<file path="src/rtl/mac_pkg.sv">
// Shared widths and types for the 4x4 multiply-accumulate datapath.
package mac_pkg;

   localparam int A_W   = 4;
   localparam int B_W   = 4;
   localparam int P_W   = 8;
   localparam int ACC_W = 16;

   typedef logic [A_W-1:0]   operand_t;
   typedef logic [P_W-1:0]   product_t;
   typedef logic [ACC_W-1:0] acc_t;

endpackage

</file>
<file path="src/rtl/mult_4x4.sv">
// Combinational unsigned 4x4 -> 8 array multiplier built from shifted partial products.
module mult_4x4
   import mac_pkg::*;
(
   input  logic [3:0] a,
   input  logic [3:0] b,
   output logic [7:0] p
);

   // Each set multiplier bit adds the multiplicand shifted into its column.
   always_comb begin
      p = '0;
      for (int i = 0; i < B_W; i++) begin
         if (b[i]) begin
            p = p + (product_t'(a) << i);
         end
      end
   end

endmodule

</file>
<file path="src/rtl/mac_4x4.sv">
// Three-stage pipelined unsigned MAC: capture operands, multiply, accumulate into 16 bits.
module mac_4x4
   import mac_pkg::*;
(
   input  logic        clk,
   input  logic        rst,
   input  logic        en,
   input  logic [3:0]  a,
   input  logic [3:0]  b,
   output logic [15:0] mac_out
);

   operand_t a_q, a_d;
   operand_t b_q, b_d;
   logic     v1_q, v1_d;
   product_t p_q, p_d;
   logic     v2_q, v2_d;
   acc_t     acc_q, acc_d;
   product_t mult_p;

   mult_4x4 u_mult (
      .a (a_q),
      .b (b_q),
      .p (mult_p)
   );

   // Operands only load when qualified, so disabled-cycle data never enters the pipe.
   always_comb begin
      a_d   = a_q;
      b_d   = b_q;
      v1_d  = en;
      if (en) begin
         a_d = a;
         b_d = b;
      end
      p_d   = mult_p;
      v2_d  = v1_q;
      acc_d = acc_q;
      if (v2_q) begin
         acc_d = acc_q + acc_t'(p_q);
      end
   end

   always_ff @(posedge clk) begin
      if (rst) begin
         a_q   <= '0;
         b_q   <= '0;
         v1_q  <= 1'b0;
         p_q   <= '0;
         v2_q  <= 1'b0;
         acc_q <= '0;
      end else begin
         a_q   <= a_d;
         b_q   <= b_d;
         v1_q  <= v1_d;
         p_q   <= p_d;
         v2_q  <= v2_d;
         acc_q <= acc_d;
      end
   end

   assign mac_out = acc_q;

endmodule

</file>
<file path="config.mk">
export PLATFORM = sky130hd
export DESIGN_NAME = mac_4x4
export DESIGN_NICKNAME = d
export VERILOG_FILES = /design/src/rtl/mac_pkg.sv /design/src/rtl/mult_4x4.sv /design/src/rtl/mac_4x4.sv
export SDC_FILE = /design/constraint.sdc
export NUM_CORES = 1
export LEC_CHECK = 0
export BUFFER_PORTS_ARGS = -buffer_cell sky130_fd_sc_hd__buf_2
export CAP_MARGIN = 10
export CORE_AREA = 2 2 69 71
export CTS_CLUSTER_DIAMETER = 150
export DETAILED_ROUTE_END_ITERATION = 6
export DIE_AREA = 0 0 71 73
export HOLD_SLACK_MARGIN = 0.15
export PLACE_DENSITY_LB_ADDON = 0.15
export SLEW_MARGIN = 20
export SYNTH_ARGS = -nofsm -noshare
export SYNTH_HDL_FRONTEND = slang
export SYNTH_SLANG_ARGS = --single-unit
</file>
<file path="constraint.sdc">
create_clock -name clk -period 11.54 [get_ports clk]
set_clock_uncertainty 0.15 [all_clocks]
set_input_delay 0.577 -clock clk [delete_from_list [all_inputs] [get_ports clk]]
set_output_delay 0.577 -clock clk [all_outputs]
set_load 0.02 [all_outputs]
</file>
==> summary.md, run 1 <==
| Metric | Value |
|---|---|
| Outcome | finished clean |
| Vias in the first global route | 1509 |
| Power Dens Cells | 104 nW/µm² |
| Number of diodes | 0 |
| Initial antenna violation count | 0 |
| All-Layer GR Usage | 16.6% |
| Relative slew slack | 51.4% |
| Total Neg Setup Slack | 0 ns |
| LEAKAGE | 1.09 nW |
| Initial core utilization | 46.8% |
| Clock buffer depth | 2 |
| Vias per cell | 5.25 |
| DRT iter0 DRCs | 84 |
| Root buf cell | clkbuf_8 |
| Top FF cell, synth | dfxtp_1 |
| Finished Core Util | 52.6% |
| Number of port buffers | 26 |
| WP data required | 11.54 ns |
| First-pass DRT Iterations | 5 |
| Worst path bufs/invs | 2 |
| Clock slew at reported path FFs | 0.07 ns |
| CP delay by family, top | adder cells |
| FMAX | 255 MHz |
| Netlist Area Pre-Place | 2120 µm² |
| Avg Cell Area, Syn | 8.99 µm² |
| Dpl hpwl | 2900 µm |
| Yosys warnings | 0 |
| Post-route antenna net violation count | 0 |
| Final estimated routing congestion in global placement | 0.787 |
| Main combinational cell family by area after synthesis | compound AO/OA/AOI/OAI gates |
| Final worst path period share | 33.9% |
| Setup repair bufs after CTS | 0 |
| Post-synthesis mux area share | 8.26% |
| CP max stage delay | 0.44 ns |
| DR WL/cell | 12.5 µm |
| Slew Limit Fails | 0 |
| Critical Path Start Type | register |
| First-pass GRT wire length | 6870 µm |
| Vias | 1653 |
| Max-cap violations | 0 |
| Core ar. | 4540 µm² |
| Drt total wl | 3930 µm |
| Yosys cell types | 51 |
| CP arrival | 3.91 ns |
| Hold Fails Final Rpt | 0 |
| Synth Area in Compound Gates | 17.2% |
| Critical path endpoint category | register |
| DIE AREA | 5180 µm² |
| Final nets | 294 |
| Seq/Total Area, Yosys | 32.1% |
| IO Count | 27 |
| Synth Area in Adders | 15.5% |
| RSZ-0062 raised after global routing | no |
| H-tree levels | 2 |
| Critical-path cell with the highest stage delay | dfxtp_1 |
| Largest net degree at the start of global routing | 44 |
| TritonCTS clock tree | yes |
| Worst slew pin tran | 0.727 ns |
| Hold Path Class | reg -> reg |
| Setup violations, final | 0 |
| Hold Buf Count CTS | 0 |
| XOR/XNOR Fraction of Synth Area | 4.96% |
| Grt total ovfl | 0 |
| Die width | 71 µm |
| Number of enable flip-flop cells after synthesis | 0 |
| CP Max Fanout | 8 |
| Die Ht | 73 µm |
| Critical path type | reg -> reg |
| Simple-gate share of the synthesized area | 16.6% |
| Post_cts resized | 0 |
| Flip-flop and latch count after synthesis | 34 |
| CP Cell Sequence | and2_1 > ha_1 > inv_1 > fa_1 > xnor2_1 > nand2_1 > xnor2_1 > inv_1 > ha_1 > a21o_1 > a21oi_1 > xnor2_1 > nand2_1 > o21ai_0 > ha_1 > a21oi_1 > nand2_1 > xor2_1 > mux2i_1 > nor2_1 |
| Asr flop ratio synth | 0% |
| Drt drc | 0 |
| Post-route minimum period | 3.92 ns |
| Clk sinks | 34 |
| Clock Latency Late Sink | 0.28 ns |
| Row cnt | 25 |
| Mapped Cells | 236 |
| Syn_nets | 270 |
| Layout area overhead | 12.5% |
| VDD IR max | 0.0499 mV |
| Number of CTS-inserted buffers | 5 |
| Layout cells sized above 1 | 15.7% |
-- routing by layer --
metal	vias up	GRT usage, %	part of all wire (%)
met5	-	0	0
met3	4	3.73	3.0
met2	20	28.0	47
li1	878	-	-
met4	0	5.03	1.2
met1	751	21.2	49
-- final timing paths --
path,start,depth (start not counted),endpoint,slack (ns)
worst max register to register,b_q[0]$_SDFFE_PP0P_,20,p_q[6]$_SDFF_PP0_,7.62
worst min-delay path,v1_q$_SDFF_PP0_,1,v2_q$_SDFF_PP0_,0.29
worst min register to register,v1_q$_SDFF_PP0_,1,v2_q$_SDFF_PP0_,0.29
worst max-delay path,b_q[0]$_SDFFE_PP0P_,20,p_q[6]$_SDFF_PP0_,7.62
-- layout by cell type, fill, tap and decap left out, drive strengths merged, types with 6 or more instances in the layout --
cell type	synthesis	final
dfxtp	34	34
inv	19	19
buf	3	26
xor2	6	6
nand2	16	16
mux2i	16	16
o21ai	13	13
clkbuf	6	8
nor2	26	26
a21oi	16	16
ha	19	19
xnor2	6	6
-- registers in the layout, indices dropped and copies added, names as in the netlist --
register	flops
a_q	4
v1_q	1
p_q	8
b_q	4
v2_q	1
mac_out	16
-- cell usage after synthesis, types with 3 or more instances --
library cell | count | area, µm²
ha_1 | 19 | 238
a21oi_1 | 15 | 75.1
clkbuf_1 | 6 | 22.5
o21ai_0 | 10 | 50.1
xnor2_1 | 6 | 52.6
dfxtp_1 | 34 | 681
xor2_1 | 6 | 52.6
or3_1 | 3 | 18.8
nand3_1 | 4 | 20.0
mux2i_1 | 16 | 160
a21o_1 | 3 | 22.5
nor2_1 | 26 | 97.6
o21ai_1 | 3 | 15.0
fa_1 | 4 | 80.1
o211ai_1 | 3 | 22.5
inv_1 | 19 | 71.3
nor2b_1 | 5 | 31.3
nand2_1 | 16 | 60.1
-- cell type report --
| cell class | count | area, µm² |
|---|---|---|
| Clock buffer | 8 | 110 |
| Sequential cell | 34 | 681 |
| Timing Repair Buffer | 26 | 130 |
| Inverter | 19 | 71.3 |
| Tap cell | 54 | 67.6 |
| Fill cell | 431 | 2150 |
| Multi-Input combinational cell | 174 | 1330 |
-- cell families (layout without fill, tap and decap cells) --
logic type / count (synthesis) / in the layout
simple gates: 69 / 69
compound gates: 52 / 52
flops: 34 / 34
buf+inv: 28 / 53
fa+ha+maj: 24 / 24
mux: 17 / 17
xor+xnor: 12 / 12
-- stage by stage --
| step | hold slack (ns) | std cells | setup WS [ns] | total power, mW | area [µm²] |
|---|---|---|---|---|---|
| 2_1_floorplan | 0.264 | 236 | 7.89 | 0.144 | 2120 |
| 5_1_grt | 0.316 | 315 | 7.16 | 0.260 | 2390 |
| 3_3_place_gp | 0.272 | 307 | 7.69 | 0.149 | 2280 |
| 4_1_cts | 0.290 | 315 | 7.60 | 0.253 | 2390 |
| 3_5_place_dp | 0.275 | 307 | 7.61 | 0.149 | 2280 |
| 6_report | 0.289 | 315 | 7.62 | 0.249 | 2390 |
-- report_power, final --
group,internal [mW],switching (mW),leakage (nW),total (mW)
clock,0.0603,0.0425,0.0575,0.103
combinational,0.00974,0.0115,0.758,0.0212
sequential,0.120,0.00485,0.276,0.125
total,0.190,0.0588,1.09,0.249
(Power assumes the default switching activity.)
==> inputs of run 2 (changes only) <==
- clock period: 11.54 -> 3.4 ns (I/O delays scaled with it)
==> run 2 against run 1 <==
Compared with the run above:
- the run now ends with setup timing left
- first-iteration DRC count down 12%
- highest routed layer unchanged
- combinational power rose to 5.1 times the previous value
- non-clock buffer count rose by 31
- hold slack improved by 0.00081 ns
- cell area rose by 14%
- largest power group unchanged
- total power rose to 3.3 times the previous value
- clock-buffer cell count fell by 1
==> summary.md, run 2 (synthesized netlist as in run 1, its figures left out) <==
| Metric | Value |
|---|---|
| Outcome | complete, but fails checks |
| Failing checks | setup timing |
| Most frequent cells in the layout | 32 x dfxtp_1, 26 x nor2_1, 26 x buf_2 |
| Power share of the sequential group | 50.6% |
| Critical-path cell with the highest stage delay | fa_2 |
| Final worst setup slack | -0.113 ns |
| Clock share of power | 36.3% |
| All-Layer GR Usage | 18.8% |
| Drt total wl | 4450 µm |
| Critical path type | reg -> reg |
| Most common cell after layout, fill and taps aside | dfxtp_1 |
| Clock slew at reported path FFs | 0.07 ns |
| Internal power | 0.625 mW |
| FMAX | 285 MHz |
| Root buf cell | clkbuf_8 |
| Worst hold margin | 0.290 ns |
| Grt total ovfl | 0 |
| Layout cells sized above 1 | 27.8% |
| Met2 Resource Use GR | 32.5% |
| DR WL/cell | 12.9 µm |
| VDD IR max | 0.147 mV |
| Number of diodes | 0 |
| Number of port buffers | 26 |
| LEAKAGE | 1.23 nW |
| Final worst path period share | 103% |
| First-pass DRT Iterations | 4 |
| CP Max Fanout | 3 |
| Total Neg Setup Slack | -0.334 ns |
| Post-route antenna net violation count | 0 |
| Layout area overhead | 27.7% |
| CP max stage delay | 0.38 ns |
| Placed Instance Area | 2410 µm² |
| Combinational power share | 13.1% |
| P_sw | 0.205 mW |
| Largest net degree at the start of global routing | 44 |
| Finished Core Util | 59.7% |
| Setup violations, final | 4 |
| IO Count | 27 |
| Core ar. | 4540 µm² |
| Hold Path Class | in -> reg |
| Max-cap violations | 0 |
| Critical Path Start Type | register |
| CP Cell Sequence | and2_4 > ha_4 > inv_2 > fa_2 > xnor2_2 > nand2_1 > xnor2_2 > inv_1 > ha_4 > a21o_1 > a21oi_2 > xnor2_1 > nand2_1 > o21ai_2 > ha_4 > a21oi_2 > nand2_1 > xor2_1 > mux2i_1 > nor2_1 |
| Post-route minimum period | 3.51 ns |
| Vias | 1825 |
| H-tree levels | 2 |
| Die width | 71 µm |
| Vias per cell | 5.29 |
| Clk sinks | 34 |
| Dpl hpwl | 3100 µm |
| WP data required | 3.40 ns |
| TritonCTS clock tree | yes |
| DIE AREA | 5180 µm² |
| Clock Latency Late Sink | 0.29 ns |
| Critical path endpoint category | register |
| Number of CTS-inserted buffers | 5 |
| DRT iter0 DRCs | 74 |
| Max FFs per register | 16 |
| Die Ht | 73 µm |
| Final estimated routing congestion in global placement | 0.792 |
| Row cnt | 25 |
| Drt drc | 0 |
| GR Util met3 | 4.70% |
| Switching share of power | 24.8% |
| Initial core utilization | 46.8% |
| Hold Fails Final Rpt | 0 |
| GRT busiest layer | met2 |
| Met1 Use GR | 22.9% |
| RSZ-0062 raised after global routing | yes |
| Final instance area | 2710 µm² |
| Initial antenna violation count | 0 |
| Final nets | 325 |
| First-pass GRT wire length | 7690 µm |
| Clock buffer depth | 2 |
| Vias in the first global route | 1702 |
| Slew Limit Fails | 0 |
| Worst slew pin tran | 0.768 ns |
| Power Dens Cells | 306 nW/µm² |
| Relative slew slack | 48.8% |
| CP arrival | 3.51 ns |
## run 2: changes by cell type in the layout (fill, tap and decap cells not counted), moves of 3 or more
cell           previous run  this run
buf_4                     0        22
dlygate4sd3_1             0         9
ha_1                     19        14
ha_4                      0         3
inv_1                    19        16
inv_2                     0         3
## run 2: final cells by class
| cell class | instances | area, µm² |
|---|---|---|
| sequential | 34 | 686 |
| inverter | 19 | 71.3 |
| timing repair buffer | 57 | 385 |
| clock buffer | 7 | 86.3 |
| fill | 403 | 1830 |
| tap | 54 | 67.6 |
| multi-input combinational | 174 | 1410 |
## run 2: through the flow
step	cells	worst slack (ns)	power, mW
4_1_cts	344	-0.115	0.838
3_5_place_dp	321	-0.230	0.518
2_1_floorplan	236	-0.0272	0.490
3_3_place_gp	321	-0.170	0.517
5_1_grt	345	-0.300	0.878
6_report	345	-0.113	0.830
## run 2: what timing repair did
item | CTS | global route
gates resized for setup | 6 | 7
hold buffers | 9 | 0
endpoints found under the setup margin | 3 | 4
hold endpoints to repair | 9 | 0
buffers inserted | 7 | 1
pin swaps | 8 | 4
## run 2: worst paths after layout
check | from | endpoint | slack, ns | depth (start not counted)
setup / recovery | b_q[0]$_SDFFE_PP0P_ | p_q[6]$_SDFF_PP0_ | -0.11 | 20
hold / removal | rst | mac_out[3]$_SDFFE_PP0P_ | 0.29 | 2
setup reg to reg | b_q[0]$_SDFFE_PP0P_ | p_q[6]$_SDFF_PP0_ | -0.11 | 20
hold reg to reg | v1_q$_SDFF_PP0_ | v2_q$_SDFF_PP0_ | 0.30 | 1
## run 2: routing by layer
layer	share of wire, %	vias up	routed length [µm]
met4	1.8	0	80
li1	-	935	-
met3	3.1	8	140
met2	49	30	2170
met5	0	-	0
met1	46	852	2060
## run 2: power by group through the flow
stage | registers, mW | clock network [mW] | logic (mW)
2_1_floorplan | 0.428 | 0 | 0.0621
3_3_place_gp | 0.428 | 0 | 0.0892
3_5_place_dp | 0.428 | 0 | 0.0900
4_1_cts | 0.419 | 0.313 | 0.105
5_1_grt | 0.421 | 0.335 | 0.122
6_report | 0.420 | 0.301 | 0.109
## run 2: critical path: cells and delay by family, from the launching register on
kind,cells,cell delay (ns)
compound gates,4,0.56
xor+xnor,4,0.63
fa+ha+maj,4,0.97
buf+inv,2,0.14
flops,1,0.34
mux,1,0.13
simple gates,5,0.48
==> inputs of run 3 (changes only) <==
- CORE_AREA: 2 2 69 71 -> 2 2 96 52
- DIE_AREA: 0 0 71 73 -> 0 0 98 54
==> run 3 against run 2 <==
Compared with the run above:
- the flow still finishes with violations (setup timing)
- critical path depth down 4
- register-to-register slack improved by 0.05 ns
- sequential share of layout area is 0.72 points lower
- sequential power hardly changed
- worst setup slack improved by 0.047 ns
- die area rose by 2.1%
- global-route usage is 2.5 points higher
==> summary.md, run 3 (synthesized netlist as in run 1, its figures left out) <==
| Metric | Value |
|---|---|
| Max FFs per register | 16 |
| All-Layer GR Usage | 21.3% |
| LEAKAGE | 1.27 nW |
| Placed Instance Area | 2440 µm² |
| WP data required | 3.39 ns |
| Clock slew at reported path FFs | 0.07 ns |
| CP max stage delay | 0.42 ns |
| IO Count | 27 |
| Power Dens Cells | 326 nW/µm² |
| Vias in the first global route | 1740 |
| Grt total ovfl | 0 |
| Slew Limit Fails | 0 |
| FMAX | 288 MHz |
| Number of CTS-inserted buffers | 5 |
| Die Ht | 54 µm |
| CP arrival | 3.46 ns |
| Placement Setup Slack | -0.303 ns |
| Reg2reg start | b_q[0]$_SDFFE_PP0P_ |
| Dpl hpwl | 3570 µm |
| DR WL/cell | 14.5 µm |
| Hold Fails Final Rpt | 0 |
| Post-route antenna net violation count | 0 |
| Outcome | complete, but fails checks |
| Row cnt | 18 |
| Critical Path Start | b_q[0]$_SDFFE_PP0P_ |
| Final estimated routing congestion in global placement | 0.907 |
| Number of diodes | 0 |
| Die width | 98 µm |
| Max-cap violations | 0 |
| Final worst path period share | 102% |
| Critical-path cell with the highest stage delay | fa_2 |
| Layout area overhead | 31.4% |
| Critical path endpoint category | register |
| Drt drc | 0 |
| Drt total wl | 5190 µm |
| Vias per cell | 5.15 |
| Failing checks | setup timing |
| Initial core utilization | 46.4% |
| H-tree levels | 2 |
| Number of port buffers | 26 |
| VDD IR max | 0.218 mV |
| Hold Path Class | reg -> reg |
| Initial antenna violation count | 0 |
| DIE AREA | 5290 µm² |
| Post-route minimum period | 3.47 ns |
| Most common cell after layout, fill and taps aside | dfxtp_1 |
| CP Max Fanout | 2 |
| Clock Latency Late Sink | 0.28 ns |
| Critical Path Start Type | register |
| Clk sinks | 34 |
| Relative slew slack | 48.2% |
| Finished Core Util | 61.0% |
| Root buf cell | clkbuf_8 |
| Final instance area | 2790 µm² |
| Worst slew pin tran | 0.776 ns |
| Clock buffer depth | 2 |
| Largest net degree at the start of global routing | 44 |
| Vias | 1844 |
| Layout cells sized above 1 | 29.9% |
| Total Neg Setup Slack | -0.161 ns |
| HP Start | v1_q$_SDFF_PP0_ |
| Setup violations, final | 4 |
| Critical path type | reg -> reg |
| Final worst setup slack | -0.0664 ns |
| Worst path most repeated cell | fa_2 |
| DRT iter0 DRCs | 80 |
| First-pass DRT Iterations | 4 |
| Core ar. | 4570 µm² |
| Most frequent cells in the layout | 32 x dfxtp_1, 28 x buf_4, 26 x nor2_1, 26 x buf_2 |
| First-pass GRT wire length | 8540 µm |
| CP Cell Sequence | and2_4 > ha_4 > inv_2 > fa_2 > mux2i_2 > ha_2 > inv_1 > fa_2 > buf_4 > nor2b_1 > o21ai_0 > a21oi_1 > ha_1 > xor2_1 > mux2i_1 > nor2_1 |
| RSZ-0062 raised after global routing | yes |
| TritonCTS clock tree | yes |
| Final nets | 331 |
run 3: changes by cell type in the layout (fill, tap and decap cells not counted):
cell / delta
buf_4: +6
bufinv_16: +1
clkbuf_1: +1
clkbuf_8: -1
fa_1: -1
fa_2: +1
mux2i_1: -1
mux2i_2: +1
o21ai_0: +1
o21ai_1: -1
run 3: final cells by class:
class / count / area, µm²
clock buffers: 7 / 76.3
clock inverters: 1 / 30.0
fillers: 402 / 1780
inverters: 19 / 71.3
multi-input cells: 174 / 1420
flip-flops and latches: 34 / 686
well taps: 60 / 75.1
repair buffers: 63 / 430
run 3: metrics by stage:
step / power, mW / cells / hold slack, ns
CTS: 0.911 / 357 / 0.297
finish: 0.909 / 358 / 0.295
global placement: 0.522 / 330 / 0.257
global route: 0.955 / 358 / 0.322
floorplan: 0.490 / 236 / 0.166
detailed placement: 0.523 / 330 / 0.264
run 3: power by group:
group	switching [mW]	internal (mW)	leakage, nW	total, mW
Sequential	0.0101	0.409	0.277	0.419
Clock	0.151	0.220	0.0524	0.371
Combinational	0.0602	0.0595	0.937	0.120
run 3: per-layer routing:
layer,track usage (%),routed length (µm),share of wire [%]
met1,30.8,2850,55
met2,32.3,2130,41
met3,5.97,196,3.8
met4,3.01,15,0.29
met5,0,0,0
run 3: critical path: cells and delay by family (launching register included):
| kind | cells | cell delay (ns) |
|---|---|---|
| buffers and inverters | 3 | 0.25 |
| XOR/XNOR | 1 | 0.17 |
| multiplexers | 2 | 0.34 |
| adder cells (fa/ha/maj) | 5 | 1.44 |
| AO/OA/AOI/OAI | 2 | 0.27 |
| flip-flops | 1 | 0.34 |
| AND/OR/NAND/NOR | 3 | 0.35 |
run 3: path summary, 6_finish.rpt:
path / end / slack [ns] / depth (start not counted)
worst max-delay path: p_q[6]$_SDFF_PP0_ / -0.07 / 16
worst min-delay path: v2_q$_SDFF_PP0_ / 0.29 / 1
worst max register to register: p_q[6]$_SDFF_PP0_ / -0.07 / 16
worst min register to register: v2_q$_SDFF_PP0_ / 0.29 / 1
run 3: repair_timing:
item | 4_1_cts | 5_1_grt
resized for setup | 7 | 7
endpoints found under the hold margin | 9 | 0
hold buffers | 9 | 0
gates cloned | 0 | 0
buffers inserted | 10 | 1
setup endpoints to repair | 3 | 4
pin swaps | 14 | 2
